[src/rtl/pedestrian_request.sv]
// Debounces a pedestrian push-button and raises a request (bt pulse + pending level) for the light controller.
// Optional two-flop input synchronizer enabled by defining PEDESTRIAN_REQUEST_SYNC_EN.
module pedestrian_request #(
   parameter logic [7:0] DEBOUNCE_CYCLES = 8'd3,
   parameter logic [7:0] HOLDOFF_CYCLES  = 8'd4
) (
   input  logic clk,
   input  logic rst,
   input  logic bt_raw,
   input  logic ack,
   output logic bt,
   output logic pending
);

   typedef enum logic [1:0] {IDLE, DEBOUNCE, PRESSED, HOLDOFF} state_e;

   state_e     state_q, state_d;
   logic [7:0] cnt_q, cnt_d;
   logic       bt_q, bt_d;
   logic       pending_q, pending_d;
   logic       accept;
   logic       s;

`ifdef PEDESTRIAN_REQUEST_SYNC_EN
   logic sync1_q, sync2_q;

   always_ff @(posedge clk or posedge rst) begin
      if (rst) begin
         sync1_q <= 1'b0;
         sync2_q <= 1'b0;
      end else begin
         sync1_q <= bt_raw;
         sync2_q <= sync1_q;
      end
   end

   assign s = sync2_q;
`else
   assign s = bt_raw;
`endif

   always_comb begin
      state_d = state_q;
      cnt_d   = cnt_q;
      accept  = 1'b0;
      case (state_q)
         IDLE: begin
            if (s) begin
               if (DEBOUNCE_CYCLES == 8'd1) begin
                  accept  = 1'b1;
                  state_d = PRESSED;
                  cnt_d   = 8'd0;
               end else begin
                  state_d = DEBOUNCE;
                  cnt_d   = 8'd1;
               end
            end
         end
         DEBOUNCE: begin
            if (!s) begin
               state_d = IDLE;
               cnt_d   = 8'd0;
            end else if (cnt_q == DEBOUNCE_CYCLES - 8'd1) begin
               accept  = 1'b1;
               state_d = PRESSED;
               cnt_d   = 8'd0;
            end else begin
               cnt_d = cnt_q + 8'd1;
            end
         end
         PRESSED: begin
            // cnt here tracks the run of released samples
            if (s) begin
               cnt_d = 8'd0;
            end else if (cnt_q == DEBOUNCE_CYCLES - 8'd1) begin
               cnt_d   = 8'd0;
               state_d = (HOLDOFF_CYCLES == 8'd0) ? IDLE : HOLDOFF;
            end else begin
               cnt_d = cnt_q + 8'd1;
            end
         end
         HOLDOFF: begin
            if (cnt_q == HOLDOFF_CYCLES - 8'd1) begin
               state_d = IDLE;
               cnt_d   = 8'd0;
            end else begin
               cnt_d = cnt_q + 8'd1;
            end
         end
         default: begin
            state_d = IDLE;
            cnt_d   = 8'd0;
         end
      endcase

      // A press landing with ack is a fresh request: the old one was just served.
      bt_d      = accept & (~pending_q | ack);
      pending_d = accept ? 1'b1 : (ack ? 1'b0 : pending_q);
   end

   always_ff @(posedge clk or posedge rst) begin
      if (rst) begin
         state_q   <= IDLE;
         cnt_q     <= 8'd0;
         bt_q      <= 1'b0;
         pending_q <= 1'b0;
      end else begin
         state_q   <= state_d;
         cnt_q     <= cnt_d;
         bt_q      <= bt_d;
         pending_q <= pending_d;
      end
   end

   assign bt      = bt_q;
   assign pending = pending_q;

endmodule

[config.mk]
export PLATFORM = sky130hd
export DESIGN_NAME = pedestrian_request
export DESIGN_NICKNAME = d
export VERILOG_FILES = /design/src/rtl/pedestrian_request.sv
export SDC_FILE = /design/constraint.sdc
export NUM_CORES = 1
export LEC_CHECK = 0
export CAP_MARGIN = 20
export CORE_ASPECT_RATIO = 0.9
export CORE_MARGIN = 2
export CORE_UTILIZATION = 50
export CTS_CLUSTER_SIZE = 8
export DETAILED_ROUTE_END_ITERATION = 10
export DONT_BUFFER_PORTS = 1
export SYNTH_ARGS = -nofsm -noshare
export SYNTH_HDL_FRONTEND = slang
export SYNTH_SLANG_ARGS = --single-unit
export TNS_END_PERCENT = 1
[constraint.sdc]
create_clock -name clk -period 3.3 [get_ports clk]
set_input_delay 0.33 -clock clk [delete_from_list [all_inputs] [get_ports clk]]
set_output_delay 0.33 -clock clk [all_outputs]
set_load 0.01 [all_outputs]
Yosys cells after proc, flatten, opt, wreduce, memory -nomap -nowiden. Index checks and enable logic that the tools add are counted.

Flip-flop bits (word level): 12. Bits of input ports: 4. Output and inout port bits: 2. Logic and storage cells: 39.

$add $sub $neg: 1. Eq/ne operators: 10. Multiplexer cells: 18. Bitwise operators: 3. Reduce and logical (&&, ||, !) cells: 3.

Operators with widths (number): 8-bit two-way mux (5); 8-bit case mux with 4 select lines (1); 8-bit by 2-bit equality test with 1-bit output, second input constant (2); 2-bit two-way mux (6); 8-bit by 1-bit adder with 8-bit output, second input constant (1); 2-bit inequality test, second input constant (4); 2-bit case mux with 4 select lines (1); 1-bit two-way mux (5); 5-bit AND reduction (1); 2-bit equality test, second input constant (2); 3-bit inequality test, second input constant (1); 2-bit by 1-bit equality test with 1-bit output, second input constant (1); 2-bit zero test (1); 2-bit nonzero test (1); 1-bit AND (1); 1-bit inverter (1); 1-bit bitwise OR (1).

Longest topological paths before layout. Gate-level depths: netlist of run 1.

Depth in word-level cells: 5. Gate-level depth with buffers: 7. Gate-level depth less buffers: 6.

Worst setup path before layout of run 1. Ideal clock, no wire load.

Path kind: flip-flop to flip-flop. From: reg cnt_q[0]. To: reg cnt_q[3]. Library setup time: 0.074 ns. Arrival time: 1.716 ns. Data required time: 3.226 ns. Slack: 1.510 ns. Cell stages (with the launch flop): 8. Path buffers: 1. Clock period less this slack: 1.790 ns. Cells stage by stage: dfrtp_1 > inv_1 > ha_1 > clkbuf_1 > nor2b_1 > a31o_2 > or3_4 > o21ai_2.

Word-level cells in the longest chain between the ends: 4. Elaborated cells between the ends (all ways): 8. Those cells by class: add/sub (1); eq/ne (2); mux (5).

RTL lines: from (decl) (RTL line 18) `logic [7:0] cnt_q, cnt_d;`; from (signal assigned) (RTL line 109) `cnt_q <= cnt_d;`; 8-bit by 1-bit adder with 8-bit output or 8-bit by 2-bit equality test with 1-bit output (tied branches); 8-bit two-way mux (RTL line 63, 75); 8-bit two-way mux, on equally long branches (RTL line 73, 60); 8-bit case mux with 4 select lines (*) (RTL line 46) `case (state_q)`.

Every way passes the cells marked *; elsewhere a longest branch is shown, timed or not. A chain may end at the register's enable or synchronous reset.

Worst setup path after layout of run 1. Ends and elaborated chain as after synthesis.

==> results of run 1 <==
## what timing repair did
action,in CTS,in global routing
hold endpoints to repair,12,0
resized for setup,0,0
hold buffers,1,0
## kinds of logic (layout without fill, tap and decap cells)
family | count (synthesis) | after routing | share of synthesized area
AND/OR/NAND/NOR | 39 | 39 | 0.289
AO/OA/AOI/OAI | 26 | 26 | 0.244
flip-flops | 12 | 12 | 0.359
buffers and inverters | 12 | 14 | 0.0553
adder cells (fa/ha/maj) | 2 | 2 | 0.0299
XOR/XNOR | 1 | 1 | 0.0105
multiplexers | 1 | 1 | 0.0135
## worst register-to-register path, delay by kind of cell (launching register included)
| kind | cells | cell delay [ns] |
|---|---|---|
| flops | 1 | 0.47 |
| fa+ha+maj | 1 | 0.29 |
| simple gates | 2 | 0.56 |
| buf+inv | 1 | 0.07 |
| compound gates | 2 | 0.44 |
## worst max-delay path by stage
| stage | cells past startpoint | end | slack, ns |
|---|---|---|---|
| after detailed placement | 6 | cnt_q[3]$_DFFE_PP0P_ | 1.42 |
| after CTS | 6 | cnt_q[3]$_DFFE_PP0P_ | 1.40 |
| final | 6 | cnt_q[3]$_DFFE_PP0P_ | 1.41 |
| after floorplan | 7 | cnt_q[3]$_DFFE_PP0P_ | 1.51 |
| after global placement | 6 | cnt_q[3]$_DFFE_PP0P_ | 1.48 |
| after global routing | 6 | cnt_q[3]$_DFFE_PP0P_ | 1.30 |
## placed cells by master, fill, tap and decap left out, drive strengths merged
cell type | netlist | final
a311oi | 1 | 1
a221oi | 1 | 1
a21oi | 3 | 3
a31oi | 1 | 1
nand3b | 1 | 1
dlygate4sd3 | 0 | 1
a21o | 1 | 1
and2 | 2 | 2
o21ai | 9 | 9
nor3 | 4 | 4
nor2 | 5 | 5
nor2b | 2 | 2
xor2 | 1 | 1
o41ai | 1 | 1
dfrtp | 12 | 12
mux2 | 1 | 1
o211ai | 1 | 1
or4 | 1 | 1
o2111ai | 1 | 1
a31o | 1 | 1
nand4b | 1 | 1
a221o | 2 | 2
a2111oi | 1 | 1
or2 | 2 | 2
clkbuf | 2 | 4
inv | 9 | 9
or3 | 3 | 3
and4 | 1 | 1
nand2 | 8 | 8
nand4 | 1 | 1
nor4 | 4 | 4
o311ai | 2 | 2
ha | 2 | 2
nand3 | 4 | 4
a41o | 1 | 1
## per-layer routing
layer  wire [um]  vias up  global-route usage
met4          25        0              0.0889
met5           0        -                   0
met2         835       11               0.296
met1         904      363               0.321
met3          46        4              0.0681
li1            -      356                   -
## final cells by class
cell class,count,area [um2]
tap,24,30.0
inverter,9,33.8
timing repair buffer,1,10.0
fill,166,728
multi-input combinational,69,490
clock buffer,4,36.3
sequential,12,300
## metrics by stage
step / util / hold WS, ns / cell area (um2)
3_5_place_dp: 0.525 / 0.267 / 855
2_1_floorplan: - / 0.195 / 837
6_report: 0.553 / 0.135 / 901
5_1_grt: 0.553 / 0.134 / 901
3_3_place_gp: 0.525 / 0.262 / 855
4_1_cts: 0.553 / 0.143 / 901
## power by group through the flow
| stage | logic, W | registers [W] | clock network (W) |
|---|---|---|---|
| after floorplan | 0.000236 | 0.000223 | 0 |
| after global placement | 0.000264 | 0.000248 | 0 |
| after detailed placement | 0.000268 | 0.000250 | 0 |
| after CTS | 0.000270 | 0.000247 | 0.000124 |
| after global routing | 0.000297 | 0.000256 | 0.000133 |
| final | 0.000268 | 0.000248 | 0.000124 |
## sequential cells by signal, indices dropped and copies added, names as in the netlist, named ones only
signal   flops
state_q      1
cnt_q        8
bt           1
pending      1
==> results.yml, run 1 <==
setup_path:
  timing.rr.end: "cnt_q[3]$_DFFE_PP0P_"
  critPathMaxFanout: 8
  required_ns: 3.52
  r2r-start: "cnt_q[0]$_DFFE_PP0P_"
  r2r_cells: 6
  cp-start-kind: "register"
  cp_cell_sequence: "inv_1, ha_1, nor2b_1, a31o_2, or3_4, o21ai_2"
  worstPathArrival_ns: 2.11
  crit_buf_inv: 1
  startpoint: "cnt_q[0]$_DFFE_PP0P_"
  crit_family: "simple AND/OR/NAND/NOR gates"
  critPathKind: "register to register"
  reg2reg_slack_ns: 1.41
  cp_slowest_cell: "dfrtp_1"
  max_stage_delay_ns: 0.47
  end_kind: "register"
synth:
  synthArstFlopShare: 1.00
  synth_area_um2: 837
  synthFlopType: "dfrtp_1"
  syn_area_per_cell_um2: 9.00
  ys_top_cells_by_area: "dfrtp_1 (36%), inv_1 (4.0%), o21ai_0 (3.6%)"
  yosysSeqAreaShare: 0.359
  synth_top_area_cell: "dfrtp_1"
  syn_nets: 99
  ys_ff_latch: 12
  yosysUniqueCellTypes: 40
  synth_edf_count: 0
  synth_warnings: 0
  synth_most_common_cell: "dfrtp_1"
  postSynthCellCount: 93
  synth.top_cell.area_share: 0.359
  synthTopCellsByCount: "dfrtp_1 (12), inv_1 (9), nand2_1 (8), o21ai_0 (6), nor2_1 (5)"
placement:
  place_hpwl_um: 1340
  pre_cts_ws_ns: 1.42
  place_inst: 114
  place.gp.congestion: 0.915
  io_buffers: 0
floorplanning:
  die_w_um: 47.1
  core_area_um2: 1630
  die-area_um2: 2020
  placementRows: 14
  initial_utilization: 0.514
  die_h_um: 42.8
  io_pins: 6
cells_and_area:
  final_cells: 119
  final_nets: 102
  synthToLayoutAreaGrowth_pct: 7.62
  antenna_cells: 0
  layout-drive-gt1-share: 0.200
clock_network:
  path_clk_slew_ns: 0.08
  numClockSinks: 12
  cts_buffer_depth: 2
  cts_tree: "done"
  post_cts_buffers: 0
  worstSkewPairLatency_ns: 0.28
  cts-htree-levels: 1
  root_buffer: "clkbuf_4"
  cts_buffers: 3
pwr:
  comb_power_share: 0.419
  ir_drop_uv: 355
  intPower_w: 0.000360
  powerDensity_nw_per_um2: 711
  power_frac_clock: 0.193
  p_sw_frac: 0.438
  p_seq_frac: 0.388
  switchingPower_w: 0.000280
  p_leak_nw: 0.383
  totalPowerFinal_w: 0.000640
sta:
  rsz0062_at_grt: "no"
  period_minus_slack_ns: 1.89
  skew_ns: 0.00302
  setup_tns_ns: 0
  final.setup.worst_slack_ns: 1.41
  fmax_ghz: 0.529
  finalSetupViolCount: 0
  hold_viol: 0
  slew_violations: 0
  relSlewSlack: 0.653
  post-route-period-util: 0.573
  tightest_slew_ns: 0.518
global_route:
  grt_pass1_vias: 664
  overflow: 0
  grt_usage: 0.220
  grt_pass1_wl_um: 3070
  grt_max_degree: 13
  grt_antenna_before_repair: 0
run:
  drv_cap: 0
drt:
  ant_nets: 0
  dr.first_iter.drc_count: 13
  vias: 734
  wl_um: 1810
  detail_route.wl_per_cell_um: 15.2
  firstDrtPassIters: 4
  drc: 0
  viasPerCell: 6.17
worst_hold_path:
  hold_path_class: "primary input to register"
  holdPathStages: 1
  hold_end: "pending$_DFFE_PP0P_"
  worstHoldStart: "ack"
outcome:
  outcome: "finished, final reports clean"
(Power assumes the default switching activity.)
==> run 2, diff against run 1 <==
- clock period: 3.3 -> 1.92 ns (I/O delays scaled with it)
==> run 2 against run 1 <==
  * Cell area increased by 2.8%
  * Die area is the same
  * Highest routed layer unchanged
  * Flip-flop and latch count stayed put
  * Clock power up 66%
  * Cell count up 2.5%
  * Register-to-register slack got worse by 1.3 ns
  * Non-clock buffer count up 3
  * Worst hold slack got worse by 0.093 ns
  * Largest cell class unchanged
  * Via count rose by 1.9%
  * Maximum frequency rose by 4.4%
==> results.yml, run 2 (synthesized netlist as in run 1, its figures left out) <==
outcome:
  outcome: "finished, final reports clean"
pwr:
  ir_drop_uv: 675
  intPower_w: 0.000633
  p_seq_frac: 0.385
  comb_power_share: 0.430
  switchingPower_w: 0.000477
  p_sw_frac: 0.430
  power_frac_clock: 0.185
  powerDensity_nw_per_um2: 1200
  p_leak_nw: 0.398
setup_path:
  critPathMaxFanout: 7
  end_kind: "register"
  r2r-start: "cnt_q[0]$_DFFE_PP0P_"
  timing.rr.end: "cnt_q[3]$_DFFE_PP0P_"
  required_ns: 2.13
  cp-start-kind: "register"
  startpoint: "cnt_q[0]$_DFFE_PP0P_"
  r2r_cells: 6
  worstPathArrival_ns: 2.02
  cp-endpoint: "cnt_q[3]$_DFFE_PP0P_"
  critPathKind: "register to register"
  reg2reg_slack_ns: 0.11
placement:
  place.gp.congestion: 0.857
  pre_cts_ws_ns: 0.133
  io_buffers: 0
  place_hpwl_um: 1350
cells_and_area:
  final_common_cell: "dfrtp_1"
  final_nets: 105
  largest_reg_flops: 8
  utilization: 0.568
  nFillCells: 159
  seqCellArea_um2: 300
  layout-drive-gt1-share: 0.214
  layout_common_cells: "dfrtp_1 (12), inv_1 (9), nand2_1 (8)"
  top_register: "cnt_q"
  multi_input_area_um2: 490
  antenna_cells: 0
  synthToLayoutAreaGrowth_pct: 10.6
clock_network:
  cts-htree-levels: 1
  cts_buffer_depth: 2
  cts.repair.resized: 0
  cts_buffers: 3
  path_clk_slew_ns: 0.08
  cts_tree: "done"
  numClockSinks: 12
  worstSkewPairLatency_ns: 0.28
  root_buffer: "clkbuf_4"
  post_cts_buffers: 0
floorplanning:
  io_pins: 6
  placementRows: 14
  initial_utilization: 0.514
  die_h_um: 42.8
  die-area_um2: 2020
  core_area_um2: 1630
  die_w_um: 47.1
sta:
  slew_violations: 0
  finalSetupViolCount: 0
  post-route-period-util: 0.944
  relSlewSlack: 0.675
  setup_tns_ns: 0
  final.setup.worst_slack_ns: 0.108
  tightest_slew_ns: 0.487
  skew_ns: 0.000888
  fmax_ghz: 0.552
  period_minus_slack_ns: 1.81
  hold_viol: 0
  rsz0062_at_grt: "no"
drt:
  viasPerCell: 6.13
  wl_um: 1850
  dr.first_iter.drc_count: 26
  drc: 0
  firstDrtPassIters: 4
  detail_route.wl_per_cell_um: 15.1
  ant_nets: 0
  vias: 748
run:
  drv_cap: 0
global_route:
  grt_usage: 0.234
  overflow: 0
  grt_pass1_vias: 660
  grt_max_degree: 13
  grt_pass1_wl_um: 3260
  grt_antenna_before_repair: 0
worst_hold_path:
  holdPathStages: 2
  hold_path_class: "primary input to register"
[run 2: cell types whose count changed in the layout (fill, tap and decap cells not counted)]
cell           previous run  this run
dlygate4sd3_1             1         2
buf_4                     0         2
[run 2: layout make-up]
cell class / count / share of cell area
flip-flops and latches: 12 / 0.324
repair buffers: 4 / 0.0378
well taps: 24 / 0.0324
clock buffers: 4 / 0.0392
inverters: 9 / 0.0365
multi-input cells: 69 / 0.530
[run 2: how the worst min path moves through the flow]
| stage | from | end | slack, ns |
|---|---|---|---|
| after floorplan | rst | asynchronous set/reset pin | 0.06 |
| after detailed placement | rst | cnt_q[1]$_DFFE_PP0P_ | 0.13 |
| after global placement | rst | cnt_q[1]$_DFFE_PP0P_ | 0.12 |
| final | ack | bt$_DFF_PP0_ | 0.04 |
| after global routing | ack | bt$_DFF_PP0_ | 0.04 |
| after CTS | ack | pending$_DFFE_PP0P_ | 0.004 |
[run 2: timing repair]
item / 4_1_cts / 5_1_grt
hold buffers: 1 / 1
hold endpoints to repair: 12 / 1
endpoints found under the setup margin: 0 / 0
[run 2: stage by stage]
step	power (W)	instances	cell area [um2]	hold slack (ns)
2_1_floorplan	0.000790	93	837	0.0567
3_3_place_gp	0.000901	116	870	0.121
3_5_place_dp	0.000903	116	870	0.125
4_1_cts	0.00111	121	916	0.00408
5_1_grt	0.00120	122	926	0.0432
6_report	0.00111	122	926	0.0424
[run 2: power groups by stage]
stage               Sequential [W]  Combinational [W]  Clock (W)
floorplan                 0.000384           0.000406          0
global placement          0.000431           0.000470          0
detailed placement        0.000431           0.000472          0
CTS                       0.000426           0.000475   0.000211
global route              0.000445           0.000534   0.000222
finish                    0.000427           0.000477   0.000206
[run 2: worst max-delay path, cell delays in order (launching register included)]
cell and delay, ns:
dfrtp_1 0.47, inv_1 0.07, ha_1 0.23, nor2b_1 0.15, a31o_2 0.31, or3_4 0.37, o21ai_2 0.14
[run 2: routing by layer]
metal | up-vias | wire [um] | GRT usage
li1 | 362 | - | -
met1 | 361 | 883 | 0.343
met2 | 21 | 833 | 0.318
met3 | 4 | 91 | 0.0511
met4 | 0 | 39 | 0.117
met5 | - | 0 | 0
==> run 3, diff against run 2 <==
- CORE_ASPECT_RATIO: 0.9 -> not set
- CORE_UTILIZATION: 50 -> 60
- PLACE_DENSITY: not set -> 0.76
==> run 3 against run 2 <==
  * Non-clock buffer count is the same
  * Core utilization grew 12 points
  * Worst setup slack gained 0.038 ns
  * Clock skew grew 0.00052 ns
  * Via count grew 1.2%
  * Worst hold slack lost 0.015 ns
  * Largest cell class unchanged
  * Register-to-register slack gained 0.04 ns
==> results.yml, run 3 (synthesized netlist as in run 1, its figures left out) <==
setup_path:
  critPathMaxFanout: 6
  critPathKind: "register to register"
  worstPathArrival_ns: 1.91
  cp-start-kind: "register"
  required_ns: 2.06
  end_kind: "register"
clock_network:
  root_buffer: "clkbuf_4"
  worstSkewPairLatency_ns: 0.27
  cts_tree: "done"
  numClockSinks: 12
  path_clk_slew_ns: 0.07
  cts-htree-levels: 1
  cts_buffer_depth: 2
  cts.repair.resized: 0
  cts_buffers: 3
sta:
  rsz0062_at_grt: "no"
  finalSetupViolCount: 0
  relSlewSlack: 0.698
  period_minus_slack_ns: 1.77
  slew_violations: 0
  timing.hold.ws_ns: 0.0278
  tightest_slew_ns: 0.452
  post-route-period-util: 0.924
  fmax_ghz: 0.564
  hold_viol: 0
  setup_tns_ns: 0
  skew_ns: 0.00141
placement:
  place.gp.congestion: 0.858
  io_buffers: 0
  place_inst: 108
  place_hpwl_um: 1400
floorplanning:
  placementRows: 13
  io_pins: 6
  die_w_um: 41.4
  die_h_um: 41.4
  die-area_um2: 1710
  initial_utilization: 0.643
  core_area_um2: 1300
global_route:
  grt_usage: 0.270
  grt_pass1_vias: 664
  grt_max_degree: 13
  grt_pass1_wl_um: 2940
  overflow: 0
  grt_antenna_before_repair: 0
drt:
  drc: 0
  dr.first_iter.drc_count: 28
  viasPerCell: 6.76
  vias: 757
  firstDrtPassIters: 4
  detail_route.wl_per_cell_um: 16.6
  wl_um: 1860
  ant_nets: 0
cells_and_area:
  nFillCells: 119
  top_register: "cnt_q"
  final_cells: 112
  synthToLayoutAreaGrowth_pct: 7.32
  antenna_cells: 0
  layout-drive-gt1-share: 0.216
  multi_input_area_um2: 490
  final_common_cell: "dfrtp_1"
  seqCellArea_um2: 300
  layout_common_cells: "dfrtp_1 (12), inv_1 (9), nand2_1 (8)"
  final_nets: 105
  utilization: 0.690
  largest_reg_flops: 8
pwr:
  totalPowerFinal_w: 0.00109
  ir_drop_uv: 734
  p_leak_nw: 0.391
  powerDensity_nw_per_um2: 1210
outcome:
  outcome: "finished, final reports clean"
run:
  drv_cap: 0
worst_hold_path:
  hold_path_class: "primary input to register"
## run 3: changes by cell type in the layout (fill, tap and decap cells not counted), sizes merged
| cell | delta |
|---|---|
| buf | +1 |
| clkbuf | -1 |
| dlygate4sd3 | -1 |
## run 3: timing repair
action	CTS	global route
hold buffers	1	0
setup buffers	0	0
hold endpoints to repair	12	0
## run 3: area by class of cell
class	instances	share of cell area
clock buffer	3	0.0251
timing repair buffer	4	0.0362
sequential	12	0.334
multi-input combinational	69	0.546
inverter	9	0.0376
tap	15	0.0209
## run 3: stage by stage
stage                     cell area [um2]  setup slack, ns
after floorplan                       837            0.130
after global placement                866            0.191
after detailed placement              866            0.158
after CTS                             898            0.144
after global routing                  898           0.0633
final                                 898            0.147
## run 3: worst max-delay path, cell delays in order (launching register included)
cell and delay [ns]:
dfrtp_1 0.45, or4_1 0.57, o311ai_1 0.36, nand3b_1 0.16, o311ai_1 0.09
## run 3: where the power goes
| part | total, W | switching [W] | internal [W] |
|---|---|---|---|
| Clock | 0.000154 | 0.0000813 | 0.0000727 |
| Combinational | 0.000516 | 0.000294 | 0.000222 |
| Sequential | 0.000415 | 0.000106 | 0.000309 |
## run 3: worst paths after layout
check / from / to / slack [ns] / cells past startpoint
worst max-delay path: cnt_q[6]$_DFFE_PP0P_ / cnt_q[4]$_DFFE_PP0P_ / 0.15 / 4
min in group asynchronous: rst / cnt_q[1]$_DFFE_PP0P_ / 0.37 / 2
max in group asynchronous: rst / cnt_q[7]$_DFFE_PP0P_ / 1.24 / 2
worst min register to register: pending$_DFFE_PP0P_ / bt$_DFF_PP0_ / 0.53 / 1
worst min-delay path: ack / pending$_DFFE_PP0P_ / 0.03 / 1
worst max register to register: cnt_q[6]$_DFFE_PP0P_ / cnt_q[4]$_DFFE_PP0P_ / 0.15 / 4
## run 3: metal layers
metal / global-route usage / routed length (um)
met1: 0.347 / 817
met5: 0 / 0
met3: 0.0745 / 108
met2: 0.426 / 907
met4: 0.113 / 25
